`config.mk`:
```
export PLATFORM = sky130hd
export DESIGN_NAME = zhang_cnn_requant_acc
export DESIGN_NICKNAME = d
export VERILOG_FILES = /design/src/rtl/zhang_cnn_requant_acc.sv
export SDC_FILE = /design/constraint.sdc
export NUM_CORES = 2
export LEC_CHECK = 0
export BUFFER_PORTS_ARGS = -buffer_cell sky130_fd_sc_hd__buf_2
export CORE_ASPECT_RATIO = 0.75
export CORE_MARGIN = 4
export CORE_UTILIZATION = 50
export DETAILED_ROUTE_END_ITERATION = 8
export GPL_ROUTABILITY_DRIVEN = 0
export HOLD_SLACK_MARGIN = 0.08
export PLACE_DENSITY = 0.74
export SLEW_MARGIN = 25
export SYNTH_ARGS = -nofsm -noshare
export SYNTH_HDL_FRONTEND = slang
export SYNTH_SLANG_ARGS = --single-unit
```
`constraint.sdc`:
```
create_clock -name ap_clk -period 12.1 [get_ports ap_clk]
set_input_delay 0.605 -clock ap_clk [delete_from_list [all_inputs] [get_ports ap_clk]]
set_output_delay 0.605 -clock ap_clk [all_outputs]
set_load 0.02 [all_outputs]
```
`src/rtl/zhang_cnn_requant_acc.sv`:
```
// Window accumulator and requantizer: sums signed 32-bit products per window,
// then scale, rounding shift, zero-point add and saturation to OUT_WIDTH.
// Ports: ap_clk/ap_rst_n; prod_* input stream (tdata/tvalid/tlast/tready);
// scale/shift/zero_point sampled on tlast; out_* output stream; sat_cnt.
// Option: define ZHANG_CNN_REQUANT_RELU_EN to clamp results below zero_point.
module zhang_cnn_requant_acc #(
  parameter int ACC_WIDTH = 40,
  parameter int OUT_WIDTH = 16
) (
  input  logic                 ap_clk,
  input  logic                 ap_rst_n,
  input  logic [31:0]          prod_tdata,
  input  logic                 prod_tvalid,
  input  logic                 prod_tlast,
  output logic                 prod_tready,
  input  logic [15:0]          scale,
  input  logic [5:0]           shift,
  input  logic [15:0]          zero_point,
  output logic [OUT_WIDTH-1:0] out_tdata,
  output logic                 out_tvalid,
  input  logic                 out_tready,
  output logic [15:0]          sat_cnt
);

  localparam int PW = ACC_WIDTH + 16;
  localparam int RW = PW + 2;
  localparam logic signed [RW-1:0] MAXV =
    (RW'(1) <<< (OUT_WIDTH - 1)) - RW'(1);
  localparam logic signed [RW-1:0] MINV = -MAXV - RW'(1);

  logic [ACC_WIDTH-1:0]        r_acc;
  logic                        r_s1_valid;
  logic signed [PW-1:0]        r_s1_p;
  logic [5:0]                  r_s1_sh;
  logic [15:0]                 r_s1_zp;
  logic [OUT_WIDTH-1:0]        r_out;
  logic                        r_out_valid;
  logic [15:0]                 r_sat;

  logic                        w_stall;
  logic                        w_ready;
  logic                        w_fire;
  logic [ACC_WIDTH-1:0]        w_sum;
  logic signed [PW-1:0]        w_p;
  logic [5:0]                  w_sh;
  logic signed [RW-1:0]        w_p_ext;
  logic signed [RW-1:0]        w_bias;
  logic signed [RW-1:0]        w_rnd;
  logic signed [RW-1:0]        w_zp_ext;
  logic signed [RW-1:0]        w_v;
  logic                        w_hi;
  logic                        w_lo;
  logic [OUT_WIDTH-1:0]        w_sat;
  logic [OUT_WIDTH-1:0]        w_res;
  logic                        w_clip;

  assign w_stall = r_out_valid && !out_tready;
  // S1 may load whenever it is empty or moving forward into S2.
  assign w_ready = !(r_s1_valid && w_stall);
  assign w_fire  = prod_tvalid && w_ready;

  assign w_sum = r_acc + {{(ACC_WIDTH-32){prod_tdata[31]}}, prod_tdata};
  assign w_p   = $signed({{16{w_sum[ACC_WIDTH-1]}}, w_sum})
               * $signed({{ACC_WIDTH{scale[15]}}, scale});
  assign w_sh  = (shift > 6'd47) ? 6'd47 : shift;

  always_comb begin
    w_p_ext  = {{2{r_s1_p[PW-1]}}, r_s1_p};
    w_bias   = '0;
    if (r_s1_sh != 6'd0)
      w_bias = RW'(1) << (r_s1_sh - 6'd1);
    // Adding half an LSB before the arithmetic shift rounds half toward +inf.
    w_rnd    = (w_p_ext + w_bias) >>> r_s1_sh;
    w_zp_ext = {{(RW-16){r_s1_zp[15]}}, r_s1_zp};
    w_v      = w_rnd + w_zp_ext;
    w_hi     = w_v > MAXV;
    w_lo     = w_v < MINV;
    w_sat    = w_v[OUT_WIDTH-1:0];
    if (w_hi)
      w_sat = MAXV[OUT_WIDTH-1:0];
    else if (w_lo)
      w_sat = MINV[OUT_WIDTH-1:0];
    w_res    = w_sat;
    w_clip   = w_hi || w_lo;
`ifdef ZHANG_CNN_REQUANT_RELU_EN
    if ($signed({{(RW-OUT_WIDTH){w_sat[OUT_WIDTH-1]}}, w_sat}) < w_zp_ext) begin
      w_res  = w_zp_ext[OUT_WIDTH-1:0];
      w_clip = w_hi;
    end
`endif
  end

  always_ff @(posedge ap_clk or negedge ap_rst_n) begin
    if (!ap_rst_n) begin
      r_acc       <= '0;
      r_s1_valid  <= 1'b0;
      r_s1_p      <= '0;
      r_s1_sh     <= '0;
      r_s1_zp     <= '0;
      r_out       <= '0;
      r_out_valid <= 1'b0;
      r_sat       <= '0;
    end else begin
      if (w_fire)
        r_acc <= prod_tlast ? '0 : w_sum;
      if (w_ready) begin
        r_s1_valid <= w_fire && prod_tlast;
        if (w_fire && prod_tlast) begin
          r_s1_p  <= w_p;
          r_s1_sh <= w_sh;
          r_s1_zp <= zero_point;
        end
      end
      if (!w_stall) begin
        r_out_valid <= r_s1_valid;
        if (r_s1_valid) begin
          r_out <= w_res;
          if (w_clip && r_sat != 16'hFFFF)
            r_sat <= r_sat + 16'd1;
        end
      end
    end
  end

  assign prod_tready = w_ready;
  assign out_tdata   = r_out;
  assign out_tvalid  = r_out_valid;
  assign sat_cnt     = r_sat;

endmodule

```
==> impl_metrics.toml <==
[outcome]
outcome = "finished with violations"
violations = "DRC"

[grt]
grt_max_degree = 85
grt_pass1_vias = 36090
grt_pass1_wl_um = 194300
overflow = 0
grt_antenna_before_repair = 2
grt_use_total_pct = 27.45

[timing]
report.final.slew_viol_count = 0
hold_viol = 0
final.setup.worst_slack_ns = 0.7613
max_freq_mhz = 88.19
finalSetupViolations = 0
setup_tns_ns = 0
fin_crit_ns = 11.34
maxSlewHeadroom_pct = 27.50
finalCritPeriodShare_pct = 93.71
fin_skew_ns = 0.02329
worst_slew_pin_slew_ns = 1.086
rsz0062_at_grt = "no"

[critical_path]
rr_worst_depth = 36
end_kind = "flip-flop"
critPathSlowestCell = "nand2_1"
critPathMaxStageDelay_ns = 0.63
rrSetupSlack_ns = 0.76
crit_top_cell = "buf_4"
crit_fanout = 57
setup.worst_path.class = "flip-flop to flip-flop"
r2r-end = "sat_cnt[11]"
worstReg2RegStart = "r_s1_sh[1]"
required_ns = 12.45
critPathArrivalTime_ns = 11.68
crit_path_start_kind = "flip-flop"

[routing]
wl_met2_um = 50870
first_pass_iters = 9
vias = 36480
drt_iter0_drc = 4011
drt_wl_total_um = 118600
highest_layer = "met5"
wl_per_cell_um = 19.80
drc = 2
ant_nets = 0
dr_wl_met3_um = 13370
wl_met1_um = 51410
viasPerCell = 6.090

[clock_network]
cts_buffers = 17
clk_pin_slew_ns = 0.07
postCtsSetupBuffers = 0
clockRootBuffer = "clkbuf_16"
worstSkewPairLatency_ns = 0.49
cts_sinks = 152
cts_tree = "done"
htreeDepth = 4
cts.path.max_buffers = 2
cts_hold_buffers = 0
cts_resized = 0

[layout]
layout_commonest_cell = "nand2_1"
drive_above_1_share_pct = 6.814
area_growth_pct = 5.318
final_cell_mix = "nand2_1, inv_1, fa_1"
nets = 5879
stdcell_area_mm2 = 0.04312

[logic_synthesis]
synth_area_leaders = "fa_1, dfrtp_1, ha_1"
synth-seq-cells = 152
yosysWarnings = 0
avgSynthCellArea_um2 = 8.249
yosysTopAreaCell = "fa_1"
syn_nets = 5923
synthArstFlopShare_pct = 100.0
yosysUniqueCellTypes = 89
syn_inst = 4963
synth_edf_count = 0
ys_seq_area_share_pct = 9.290
ys.flop_type = "dfrtp_1"
syn_area_mm2 = 0.04094
synth_top_area_share_pct = 29.39

[floorplan]
die_w_um = 338.4
die_area_mm2 = 0.08657
start_util_pct = 50.64
io_pins = 109
fp.coreArea_mm2 = 0.08085
die_h_um = 255.8
rows = 90

[placement]
io_buffers = 108
placed_area_mm2 = 0.04253
place_ws_ns = 1.261
dp_hpwl_um = 94640

[run]
cap_violations = 0

[hold_path]
hp-class = "primary input to async pin"
==> how the worst max path moves through the flow <==
stage,startpoint,endpoint,slack (ns)
after floorplan,prod_tdata[0],r_s1_p[55],2.54
after global placement,prod_tdata[0],r_s1_p[55],1.34
after detailed placement,prod_tdata[0],r_s1_p[55],1.26
after CTS,r_s1_sh[1],sat_cnt[11],1.34
after global routing,r_s1_sh[1],sat_cnt[9],0.31
final,r_s1_sh[1],sat_cnt[11],0.76
==> flip-flops by register name (all words and copies together), names as in the netlist <==
name and count:
out_tvalid 1, r_s1_p 56, r_s1_valid 1, r_s1_sh 6, r_s1_zp 16, r_acc 40
out_tdata 16, sat_cnt 16
==> kinds of logic (layout without fill, tap and decap cells) <==
kind of cell               count (synthesis)  count (layout)  share of synthesized area, %
AOI/OAI and AO/OA                       1036            1036                         16.65
xor gates and xnor gates                 202             202                         4.321
adders and majority gates                885             885                         38.07
buffers and inverters                    914             882                         8.407
DFF                                      152             152                         9.290
muxes                                    155             155                         4.697
other                                      0               1                             0
and+or+nand+nor                         1619            1619                         18.57
==> stage by stage <==
step	hold slack (ns)	instances	util, %
after floorplan	0.3094	4963	-
after detailed placement	0.4770	5958	52.60
final	0.1583	5990	53.33
after global routing	0.2142	5989	53.33
after global placement	0.4661	5958	52.60
after CTS	0.1715	5989	53.30
==> worst max-delay path, delay by kind of cell, from the launching register on <==
kind            cells  cell delay (ns)
fa+ha+maj           2             0.77
xor+xnor            2             0.34
buf+inv             7             1.54
mux                 3             1.19
simple gates       10             2.92
compound gates     12             3.91
flops               1             0.48
==> layout make-up <==
cell class | count | area, um2
clock buffers | 17 | 425.4
well taps | 1058 | 1324
multi-input cells | 3897 | 33740
flip-flops and latches | 152 | 3806
inverters | 652 | 2447
clock inverters | 14 | 142.6
fillers | 7526 | 37730
diodes | 1 | 2.502
repair buffers | 199 | 1234
==> synthesized netlist by cell type (30+ instances only) <==
master    number
clkbuf_1     240
a21oi_1      269
nand2b_1      58
nand4_1       45
a22o_1        33
o21bai_1      38
ha_1         284
nor2_1       261
dfrtp_1      152
inv_1        649
mux2i_1       86
and2_1       234
a21o_1       122
nand3_1       76
xnor2_1      110
o21a_1        36
a211oi_1      55
mux2_2        43
nand2_1      720
xor2_1        92
fa_1         601
nor3_1        85
o211ai_1      30
o21ai_0      209
==> routing by layer <==
metal / vias to the layer above / global-route usage (%)
met1: 17830 / 39.90
met5: - / 0
met3: 276 / 6.827
met4: 2 / 6.638
li1: 16470 / -
met2: 1902 / 41.25
Power is left out: the tool's default activity adds up to more than one toggle a clock period on the data nets, which glitch-free logic cannot reach.
